===== src/rtl/correlator_cmd_pkg.sv =====
// Shared definitions for the correlator command link: command codes, the
// transmitter state encoding and the byte-packing helper.
package correlator_cmd_pkg;

    typedef enum logic [3:0] {
        CMD_RESET           = 4'd0,
        CMD_SET_SAMPLE_TIME = 4'd1,
        CMD_SET_ACTIVE_LINE = 4'd2,
        CMD_ENABLE_MODULES  = 4'd12,
        CMD_COMMIT          = 4'd13
    } cmd_e;

    typedef enum logic [2:0] {
        ST_IDLE,
        ST_SEND_RESET,
        ST_SEND_NIBBLE,
        ST_SEND_ENABLE,
        ST_SEND_COMMIT,
        ST_GAP
    } state_e;

    // Every byte on the link carries a 4-bit payload nibble above a 4-bit code.
    function automatic logic [7:0] make_byte(input logic [3:0] nibble, input logic [3:0] code);
        return {nibble, code};
    endfunction

endpackage


===== src/rtl/correlator_cmd_tx_if.sv =====
// Host request handshake plus the byte stream towards the UART transmitter.
interface correlator_cmd_tx_if;

    logic        req_valid;
    logic        req_ready;
    logic [3:0]  req_cmd;
    logic [63:0] req_value;
    logic        req_commit;
    logic [7:0]  byte_data;
    logic        byte_valid;
    logic        byte_ready;
    logic        busy;
    logic        cmd_error;

    // Host / UART side.
    modport master (
        output req_valid, req_cmd, req_value, req_commit, byte_ready,
        input  req_ready, byte_data, byte_valid, busy, cmd_error
    );

    // Command transmitter side.
    modport slave (
        input  req_valid, req_cmd, req_value, req_commit, byte_ready,
        output req_ready, byte_data, byte_valid, busy, cmd_error
    );

endinterface


===== src/rtl/correlator_cmd_tx.sv =====
// Turns one host command request into the byte sequence understood by the
// correlator command receiver: a RESET byte, the payload bytes, and an
// optional trailing COMMIT byte, with optional idle gaps between bytes.
module correlator_cmd_tx
    import correlator_cmd_pkg::*;
#(
    parameter int SAMPLE_TIME_NIBBLES = 16,
    parameter int ACTIVE_LINE_NIBBLES = 8,
    parameter int GAP_CYCLES          = 0
) (
    input  logic              clk,
    input  logic              reset,
    correlator_cmd_tx_if.slave bus
);

    localparam int                 GAP_W       = (GAP_CYCLES > 1) ? $clog2(GAP_CYCLES) : 1;
    localparam logic [4:0]         SAMPLE_LAST = 5'(SAMPLE_TIME_NIBBLES - 1);
    localparam logic [4:0]         ACTIVE_LAST = 5'(ACTIVE_LINE_NIBBLES - 1);
    localparam logic [GAP_W-1:0]   GAP_LAST    = GAP_W'(GAP_CYCLES - 1);

    state_e            state, state_d;
    state_e            ret_state, ret_d;
    state_e            follow;
    logic [3:0]        cmd_q;
    logic [63:0]       value_q;
    logic              commit_q;
    logic [4:0]        nib_cnt;
    logic [4:0]        nib_last;
    logic [GAP_W-1:0]  gap_cnt;
    logic              cmd_error_q, error_d;
    logic [7:0]        byte_data_d;
    logic              req_fire, byte_fire;

    assign bus.req_ready  = (state == ST_IDLE);
    assign bus.busy       = (state != ST_IDLE);
    assign bus.byte_valid = state inside {ST_SEND_RESET, ST_SEND_NIBBLE, ST_SEND_ENABLE, ST_SEND_COMMIT};
    assign bus.byte_data  = byte_data_d;
    assign bus.cmd_error  = cmd_error_q;

    assign req_fire  = bus.req_valid & bus.req_ready;
    assign byte_fire = bus.byte_valid & bus.byte_ready;
    assign nib_last  = (cmd_q == CMD_SET_SAMPLE_TIME) ? SAMPLE_LAST : ACTIVE_LAST;

    // Byte presented in each send state; registers only move on a transfer, so it stays stable while stalled.
    always_comb begin
        // NOTE: every combinational output gets a default first so no path can infer a latch.
        byte_data_d = 8'h00;
        case (state)
            ST_SEND_RESET:  byte_data_d = make_byte(cmd_q, CMD_RESET);
            ST_SEND_NIBBLE: byte_data_d = make_byte(value_q[3:0], cmd_q);
            ST_SEND_ENABLE: byte_data_d = make_byte({2'b00, value_q[1:0]}, CMD_ENABLE_MODULES);
            ST_SEND_COMMIT: byte_data_d = make_byte(4'h0, CMD_COMMIT);
            default:        byte_data_d = 8'h00;
        endcase
    end

    // Which byte comes after the current one (IDLE when the sequence is complete).
    always_comb begin
        follow = ST_IDLE;
        case (state)
            ST_SEND_RESET:  follow = (cmd_q == CMD_ENABLE_MODULES) ? ST_SEND_ENABLE : ST_SEND_NIBBLE;
            ST_SEND_NIBBLE: follow = (nib_cnt != nib_last) ? ST_SEND_NIBBLE
                                   : (commit_q ? ST_SEND_COMMIT : ST_IDLE);
            ST_SEND_ENABLE: follow = commit_q ? ST_SEND_COMMIT : ST_IDLE;
            default:        follow = ST_IDLE;
        endcase
    end

    // Next-state logic: start a sequence, step on byte transfers, wait out gaps.
    always_comb begin
        state_d = state;
        ret_d   = ret_state;
        error_d = 1'b0;
        case (state)
            ST_IDLE: begin
                if (req_fire) begin
                    case (bus.req_cmd)
                        CMD_SET_SAMPLE_TIME,
                        CMD_SET_ACTIVE_LINE,
                        CMD_ENABLE_MODULES: state_d = ST_SEND_RESET;
                        CMD_COMMIT:         state_d = ST_SEND_COMMIT;
                        default:            error_d = 1'b1;
                    endcase
                end
            end
            ST_GAP: begin
                if (gap_cnt == GAP_LAST) state_d = ret_state;
            end
            default: begin
                if (byte_fire) begin
                    if (follow != ST_IDLE && GAP_CYCLES != 0) begin
                        state_d = ST_GAP;
                        ret_d   = follow;
                    end else begin
                        state_d = follow;
                    end
                end
            end
        endcase
    end

    // State, captured request and counters; reset abandons any sequence in flight.
    always_ff @(posedge clk) begin
        // NOTE: sequential state uses non-blocking assignments so every flop samples pre-edge values.
        if (reset) begin
            state       <= ST_IDLE;
            ret_state   <= ST_IDLE;
            cmd_q       <= 4'h0;
            value_q     <= 64'h0;
            commit_q    <= 1'b0;
            nib_cnt     <= 5'd0;
            gap_cnt     <= '0;
            cmd_error_q <= 1'b0;
        end else begin
            state       <= state_d;
            ret_state   <= ret_d;
            cmd_error_q <= error_d;
            if (req_fire) begin
                cmd_q    <= bus.req_cmd;
                value_q  <= bus.req_value;
                commit_q <= bus.req_commit;
                nib_cnt  <= 5'd0;
            end else if (byte_fire && state == ST_SEND_NIBBLE) begin
                value_q <= value_q >> 4;
                nib_cnt <= nib_cnt + 5'd1;
            end
            if (state == ST_GAP) gap_cnt <= gap_cnt + 1'b1;
            else                 gap_cnt <= '0;
        end
    end

endmodule


===== src/flat_wrapper.sv =====
// flat-port wrapper written by rule: the top's interface ports become plain ports
module correlator_cmd_tx_flat import correlator_cmd_pkg::*;
#(
    parameter int SAMPLE_TIME_NIBBLES = 16,
    parameter int ACTIVE_LINE_NIBBLES = 8,
    parameter int GAP_CYCLES          = 0
)
  (clk, reset, bus_req_valid, bus_req_cmd, bus_req_value, bus_req_commit, bus_byte_ready, bus_req_ready, bus_byte_data, bus_byte_valid, bus_busy, bus_cmd_error);
  correlator_cmd_tx_if bus_i ();
  input  logic clk;
  input  logic reset;
  input wire logic [$bits(bus_i.req_valid)-1:0] bus_req_valid;
  input wire logic [$bits(bus_i.req_cmd)-1:0] bus_req_cmd;
  input wire logic [$bits(bus_i.req_value)-1:0] bus_req_value;
  input wire logic [$bits(bus_i.req_commit)-1:0] bus_req_commit;
  input wire logic [$bits(bus_i.byte_ready)-1:0] bus_byte_ready;
  output wire logic [$bits(bus_i.req_ready)-1:0] bus_req_ready;
  output wire logic [$bits(bus_i.byte_data)-1:0] bus_byte_data;
  output wire logic [$bits(bus_i.byte_valid)-1:0] bus_byte_valid;
  output wire logic [$bits(bus_i.busy)-1:0] bus_busy;
  output wire logic [$bits(bus_i.cmd_error)-1:0] bus_cmd_error;
  assign bus_i.req_valid = bus_req_valid;
  assign bus_i.req_cmd = bus_req_cmd;
  assign bus_i.req_value = bus_req_value;
  assign bus_i.req_commit = bus_req_commit;
  assign bus_i.byte_ready = bus_byte_ready;
  assign bus_req_ready = bus_i.req_ready;
  assign bus_byte_data = bus_i.byte_data;
  assign bus_byte_valid = bus_i.byte_valid;
  assign bus_busy = bus_i.busy;
  assign bus_cmd_error = bus_i.cmd_error;
  correlator_cmd_tx #(.SAMPLE_TIME_NIBBLES(SAMPLE_TIME_NIBBLES), .ACTIVE_LINE_NIBBLES(ACTIVE_LINE_NIBBLES), .GAP_CYCLES(GAP_CYCLES)) u_core (.clk(clk), .reset(reset), .bus(bus_i));
endmodule

===== config.mk =====
export PLATFORM = sky130hd
export DESIGN_NAME = correlator_cmd_tx_flat
export DESIGN_NICKNAME = d
export VERILOG_FILES = /design/src/rtl/correlator_cmd_pkg.sv /design/src/rtl/correlator_cmd_tx_if.sv /design/src/rtl/correlator_cmd_tx.sv /design/src/flat_wrapper.sv
export SDC_FILE = /design/constraint.sdc
export NUM_CORES = 1
export LEC_CHECK = 0
export CORE_MARGIN = 3
export CORE_UTILIZATION = 40
export CTS_CLUSTER_SIZE = 16
export DETAILED_ROUTE_END_ITERATION = 16
export PLACE_DENSITY = 0.66
export SLEW_MARGIN = 40
export SYNTH_ARGS = -nofsm -noshare
export SYNTH_HDL_FRONTEND = slang
export SYNTH_SLANG_ARGS = --single-unit

===== constraint.sdc =====
create_clock -name clk -period 1.66 [get_ports clk]
set_input_delay 0.249 -clock clk [delete_from_list [all_inputs] [get_ports clk]]
set_output_delay 0.249 -clock clk [all_outputs]
set_load 0.1 [all_outputs]

==> results of run 1 <==
==> how the worst min path moves through the flow <==
stage	startpoint	endpoint	slack, ns	depth (start not counted)
2_1_floorplan	bus_req_commit	u_core.commit_q	0.38	2
3_3_place_gp	u_core.gap_cnt	u_core.gap_cnt	0.41	1
3_5_place_dp	u_core.gap_cnt	u_core.gap_cnt	0.41	1
4_1_cts	reset	u_core.state[1]	0.23	2
5_1_grt	reset	u_core.state[1]	0.25	2
6_report	reset	u_core.state[1]	0.25	2
==> sequential cells by signal, summed over array words and instances (netlist names) <==
name                  count
u_core.value_q           64
u_core.nib_cnt            5
u_core.cmd_q              4
u_core.state              3
u_core.bus.cmd_error      1
u_core.commit_q           1
u_core.gap_cnt            1
==> through the flow <==
| stage | TNS, ns | worst slack (ns) | instances |
|---|---|---|---|
| 6_report | -0.0416 | -0.0285 | 598 |
| 3_5_place_dp | -2.26 | -0.153 | 574 |
| 3_3_place_gp | -0.601 | -0.0406 | 574 |
| 4_1_cts | -0.0768 | -0.0261 | 597 |
| 2_1_floorplan | -1.85 | -0.0596 | 394 |
| 5_1_grt | -0.643 | -0.104 | 598 |
==> power by group through the flow <==
stage	registers [mW]	logic (mW)	clock network (mW)
2_1_floorplan	2.75	3.03	0
3_3_place_gp	2.86	4.09	0
3_5_place_dp	2.88	4.15	0
4_1_cts	2.86	4.30	1.42
5_1_grt	2.93	4.74	1.50
6_report	2.86	4.40	1.39
==> metal layers <==
layer | up-vias | GRT usage | wire length, um
met4 | 0 | 0.0545 | 95
met1 | 1440 | 0.227 | 4080
li1 | 1613 | - | -
met3 | 8 | 0.0362 | 335
met2 | 54 | 0.276 | 4210
met5 | - | 0 | 0
==> cells by family after synthesis <==
kind of cell,count (synthesis)
AOI/OAI and AO/OA,87
DFF,79
buffers and inverters,39
xor gates and xnor gates,7
muxes,61
and+or+nand+nor,120
adders and majority gates,1
==> worst max-delay path, cell delays in order (launching register included) <==
cell                      delay [ns]
sky130_fd_sc_hd__dfxtp_4        0.38
sky130_fd_sc_hd__buf_6          0.13
sky130_fd_sc_hd__nor2b_4        0.18
sky130_fd_sc_hd__a22oi_2        0.10
sky130_fd_sc_hd__nor2_4         0.14
sky130_fd_sc_hd__buf_12         0.18
==> layout by cell type (no fill, tap or decap), types with 2 or more instances in the layout <==
cell	n
sky130_fd_sc_hd__a22oi_2	4
sky130_fd_sc_hd__buf_6	2
sky130_fd_sc_hd__nor2_4	6
sky130_fd_sc_hd__nand3_1	3
sky130_fd_sc_hd__inv_1	2
sky130_fd_sc_hd__nand2_2	2
sky130_fd_sc_hd__nand4_1	4
sky130_fd_sc_hd__buf_12	16
sky130_fd_sc_hd__dfxtp_4	2
sky130_fd_sc_hd__nor2_1	67
sky130_fd_sc_hd__nor4b_1	2
sky130_fd_sc_hd__clkbuf_1	2
sky130_fd_sc_hd__buf_4	24
sky130_fd_sc_hd__a211oi_1	60
sky130_fd_sc_hd__a22oi_1	4
sky130_fd_sc_hd__xnor2_1	3
sky130_fd_sc_hd__a31oi_1	3
sky130_fd_sc_hd__nand2_1	15
sky130_fd_sc_hd__mux2i_1	61
sky130_fd_sc_hd__clkinvlp_4	2
sky130_fd_sc_hd__dfxtp_1	76
sky130_fd_sc_hd__clkdlybuf4s50_1	71
sky130_fd_sc_hd__a211oi_2	2
sky130_fd_sc_hd__nor3_1	6
sky130_fd_sc_hd__a21oi_1	7
sky130_fd_sc_hd__clkbuf_8	9
sky130_fd_sc_hd__nor2_2	4
sky130_fd_sc_hd__xor2_1	3
==> synthesized netlist by cell type, drive strengths merged <==
master	number	share of area
a31oi	4	0.0068
a41o	1	0.0027
xor2	3	0.0071
ha	1	0.0034
o2111ai	1	0.0024
a21oi	7	0.0095
a22o	1	0.0024
dfxtp	79	0.43
buf	25	0.060
nor3b	1	0.0020
nor2b	2	0.0034
mux2i	61	0.17
and4	1	0.0024
a22oi	8	0.016
a211oi	62	0.13
inv	4	0.0041
nand3	3	0.0041
clkbuf	10	0.010
nor3	6	0.0081
xnor2	4	0.0095
and2	1	0.0017
nand2	19	0.020
o21ai	2	0.0027
nor2	77	0.080
nor4b	3	0.0071
nand4	4	0.0068
and4b	1	0.0027
o21bai	1	0.0020
and3	2	0.0034
==> area by class of cell <==
| cell class | instances | area (um2) | share of cell area |
|---|---|---|---|
| clock buffers | 11 | 131 | 0.0253 |
| clock inverters | 5 | 58.8 | 0.0113 |
| inverters | 4 | 22.5 | 0.00434 |
| multi-input cells | 276 | 1990 | 0.383 |
| flip-flops and latches | 79 | 1590 | 0.306 |
| well taps | 108 | 135 | 0.0260 |
| repair buffers | 115 | 1270 | 0.244 |
==> repair_timing <==
| item | in CTS | in global routing |
|---|---|---|
| gates resized for setup | 15 | 7 |
| pin swaps | 2 | 2 |
| buffers inserted | 7 | 1 |
| setup endpoints to repair | 8 | 10 |
==> impl_metrics.sql, run 1 <==
INSERT INTO impl_metrics (metric_group, metric, value, unit) VALUES
('synth', 'yosysWarningCount', '0', ''),
('pwr', 'power_spent_charging_and_discharging_nets', '3.64', 'mW'),
('floorplan', 'die_height', '102', 'um'),
('placed_design', 'numPortBuffers', '84', ''),
('timing', 'hold-worst-slack', '0.253', 'ns'),
('outcome', 'violations', 'setup timing', ''),
('synth', 'synth_area_in_compound_gates', '0.171', ''),
('critical_path', 'worst-setup-path-type', 'flip-flop to primary output', ''),
('floorplan', 'design.die.area', '10400', 'um2'),
('clocking', 'ctsRootBufferMaster', 'sky130_fd_sc_hd__clkbuf_8', ''),
('synth', 'yosys.area_share.xor_xnor', '0.0166', ''),
('grt', 'grt_first_pass_wirelength', '14.3', 'mm'),
('critical_path', 'cp_max_fo', '6', ''),
('clocking', 'cts_buffer_count', '9', ''),
('synth', 'synth_simple_gate_area_share', '0.141', ''),
('timing', 'finalCriticalPeriod', '1.69', 'ns'),
('detailed_routing', 'drt_antenna_net_count', '0', ''),
('critical_path', 'reg2reg_from', 'u_core.state[0]', ''),
('floorplan', 'floorplan.io_pins', '85', ''),
('detailed_routing', 'dr_total_vias', '3115', ''),
('synth', 'muxShareOfSynthArea', '0.165', ''),
('synth', 'syn-num-nets', '468', ''),
('critical_path', 'r2r_setup_slack', '0.07', 'ns'),
('layout', 'area.growth.synth_to_final', '40.7', '%'),
('floorplan', 'die_extent_in_x', '102', 'um'),
('pwr', 'power.share.combinational', '0.509', ''),
('synth', 'largest_family_of_logic_cells_by_synthesized_area', 'compound AO/OA/AOI/OAI gates', ''),
('timing', 'max_clock_freq', '0.592', 'GHz'),
('grt', 'globalRoute.totalOverflow', '0', ''),
('detailed_routing', 'post-route-drc-count', '0', ''),
('synth', 'synth_cell_type_count', '37', ''),
('pwr', 'power.sequential.fraction', '0.331', ''),
('critical_path', 'cp_data_arrival_time', '1.44', 'ns'),
('clocking', 'cts.htree.levels', '3', ''),
('pwr', 'p_clk_frac', '0.160', ''),
('timing', 'grt_setup_unrepaired', 'yes', ''),
('layout', 'antenna_cells_inserted', '0', ''),
('floorplan', 'floorplan.initialDensity', '0.417', ''),
('grt', 'largest_net_degree_at_the_start_of_global_routing', '68', ''),
('run', 'maxCapViolations', '0', ''),
('critical_path', 'endpoint', 'bus_byte_data[4]', ''),
('floorplan', 'std_cell_rows', '34', ''),
('detailed_routing', 'detailed_router_s_first_iteration_violation_count', '63', ''),
('pwr', 'internal_power', '5.01', 'mW'),
('timing', 'finalClockSkew', '0.0113', 'ns'),
('timing', 'remaining_max_slew_budget_at_the_tightest_pin', '0.807', ''),
('critical_path', 'worstReg2RegEnd', 'u_core.value_q[37]', ''),
('timing', 'finalWorstSetupSlack', '-0.0285', 'ns'),
('placed_design', 'dp_hpwl', '5.90', 'mm'),
('timing', 'finalHoldViolCount', '0', ''),
('placed_design', 'finalWeightedCongestion', '0.883', ''),
('synth', 'number_of_cells_produced_by_synthesis', '394', ''),
('synth', 'postSynthRegisterBits', '79', ''),
('detailed_routing', 'total_routed_wirelength', '8.72', 'mm'),
('outcome', 'result_of_the_run', 'finished, violations left', ''),
('critical_path', 'reg2reg_depth', '8', ''),
('critical_path', 'cp_data_required_time', '1.41', 'ns'),
('detailed_routing', 'route.detailed.wl_per_inst', '14.6', 'um'),
('detailed_routing', 'first_pass_iters', '4', ''),
('critical_path', 'endpoint_kind', 'primary output', ''),
('synth', 'synthesis.area', '3690', 'um2'),
('clocking', 'cts_buffer_depth', '2', ''),
('pwr', 'static-leakage-power', '1.80', 'nW'),
('pwr', 'report.power.total', '8.65', 'mW'),
('pwr', 'power_per_cell_area', '1670', 'nW/um2'),
('clocking', 'clkLatencyLatePin', '0.34', 'ns'),
('timing', 'pin_slew_with_the_least_headroom_to_its_limit', '0.285', 'ns'),
('layout', 'final_nets', '559', ''),
('timing', 'setup_viol', '3', ''),
('clocking', 'worst_setup_hold_path_clk_slew', '0.08', 'ns'),
('clocking', 'postCtsHoldBufs', '0', '');
No activity file was read; power rests on OpenSTA's default activity.
==> run 2, diff against run 1 <==
--- a/config.mk
+++ b/config.mk
@@ -5,6 +5,7 @@
 export SDC_FILE = /design/constraint.sdc
 export NUM_CORES = 1
 export LEC_CHECK = 0
+export CAP_MARGIN = 20
 export CORE_MARGIN = 3
 export CORE_UTILIZATION = 40
 export CTS_CLUSTER_SIZE = 16
==> results of run 2 <==
The final DEF is identical to that of run 1; final timing and power are the same.
==> run 3, diff against run 2 <==
--- a/config.mk
+++ b/config.mk
@@ -8,6 +8,7 @@
 export CAP_MARGIN = 20
 export CORE_MARGIN = 3
 export CORE_UTILIZATION = 40
+export CTS_CLUSTER_DIAMETER = 200
 export CTS_CLUSTER_SIZE = 16
 export DETAILED_ROUTE_END_ITERATION = 16
 export PLACE_DENSITY = 0.66
==> results of run 3 <==
The final DEF is identical to that of run 1; final timing and power are the same.
==> patch: new RTL, flow settings as in run 1 <==
`SAMPLE_TIME_NIBBLES` is set to 16 in 2 places; all go to 12.
--- a/src/rtl/correlator_cmd_tx.sv
+++ b/src/rtl/correlator_cmd_tx.sv
@@ -4,7 +4,7 @@
 module correlator_cmd_tx
     import correlator_cmd_pkg::*;
 #(
-    parameter int SAMPLE_TIME_NIBBLES = 16,
+    parameter int SAMPLE_TIME_NIBBLES = 12,
     parameter int ACTIVE_LINE_NIBBLES = 8,
     parameter int GAP_CYCLES          = 0
 ) (
--- a/src/flat_wrapper.sv
+++ b/src/flat_wrapper.sv
@@ -1,7 +1,7 @@
 // flat-port wrapper written by rule: the top's interface ports become plain ports
 module correlator_cmd_tx_flat import correlator_cmd_pkg::*;
 #(
-    parameter int SAMPLE_TIME_NIBBLES = 16,
+    parameter int SAMPLE_TIME_NIBBLES = 12,
     parameter int ACTIVE_LINE_NIBBLES = 8,
     parameter int GAP_CYCLES          = 0
 )
Function: no difference found for any inputs over 10 cycles, from zero or initial values and one cycle with reset high; that may be too few to reach the edited logic, so the function may still have changed.
==> patch against run 1 <==
- the flow still finishes with violations (setup timing)
- largest power group unchanged
- wire length down 3.0%
- first-iteration DRC count is 27% higher
- worst setup slack worse by 0.033 ns
- register-to-register slack improved by 0.05 ns
- cell area is 0.72% higher
- sequential cell count stayed put
- synthesized area decreased by 0.81%
- die area shrank 0.76%
- power rose by 1.6%
==> patch: results <==
[setup_path]
crit_end = "bus_byte_data[6]"
cp.arrival_ns = 1.47
r2r_slack_ns = 0.12

[sta]
setup_ws_ns = -0.0619
skew_ns = 0.00287
finalSetupTns_ns = -0.177
slew_headroom_pct = 60.9
setup_viol = 4

[global_routing]
grt_util_met2_pct = 28.1
grt_max_degree = 44
track_usage_pct = 16.7

[power]
p_int_w = 0.00520
total_leakage_power_nw = 1.83

[placement]
dp_cells = 573
place_ws_ns = -0.118
hpwlAfterDp_um = 5930

[detailed_routing]
avgViaCountPerCell = 5.20
finalWirelength_um = 8460
first_iter_violations = 80

[outcome]
status = "finished, violations left"
violations = "setup timing"

[layout]
layout.nets = 557
drive_above_1_share_pct = 17.9
stdcell_count = 595

[hold_path]
whs_endpoint = "u_core.gap_cnt"
min_from = "u_core.gap_cnt"
worstHoldPathType = "reg2reg"

[logic_synthesis]
synth_common_cells = "dfxtp_1 (79), nor2_1 (74), mux2i_1 (62)"
synth_nets = 467
ys_types = 39
[patch: cell types whose count changed in the layout (fill, tap and decap cells not counted), sizes merged, moves of 2 or more]
cell	change
nor2b	+2
a311oi	+2
nand2b	+2
clkinvlp	-2
nand2	-2
a31oi	-2
[patch: kinds of logic after synthesis]
logic type / after synthesis / synth area share (%)
DFF: 79 / 43.2
and+or+nand+nor: 121 / 14.9
muxes: 62 / 17.0
AOI/OAI and AO/OA: 86 / 17.0
buffers and inverters: 38 / 6.12
adders and majority gates: 1 / 0.342
xor gates and xnor gates: 6 / 1.44
[patch: routing by layer]
metal / wire, µm / vias up
met2: 4140 / 72
li1: - / 1600
met3: 407 / 9
met5: 0 / -
met1: 3810 / 1412
met4: 102 / 0
[patch: cell type report]
type | count | area, µm² | area share (%)
sequential | 79 | 1590 | 30.4
clock inverter | 4 | 70.1 | 1.34
inverter | 3 | 18.8 | 0.359
timing repair buffer | 114 | 1290 | 24.6
tap | 108 | 135 | 2.58
multi-input combinational | 276 | 1980 | 37.9
clock buffer | 11 | 141 | 2.70
[patch: power groups by stage]
stage	clock network, W	logic (W)	registers [W]
finish	0.00152	0.00447	0.00279
global route	0.00163	0.00480	0.00285
CTS	0.00156	0.00442	0.00278
detailed placement	0	0.00431	0.00280
global placement	0	0.00426	0.00279
floorplan	0	0.00298	0.00270
[patch: what timing repair did]
item | in CTS | in global routing
setup endpoints to repair | 8 | 8
gates resized for setup | 16 | 7
pin swaps | 3 | 3
buffers inserted | 4 | 3
endpoints found under the hold margin | 0 | 0
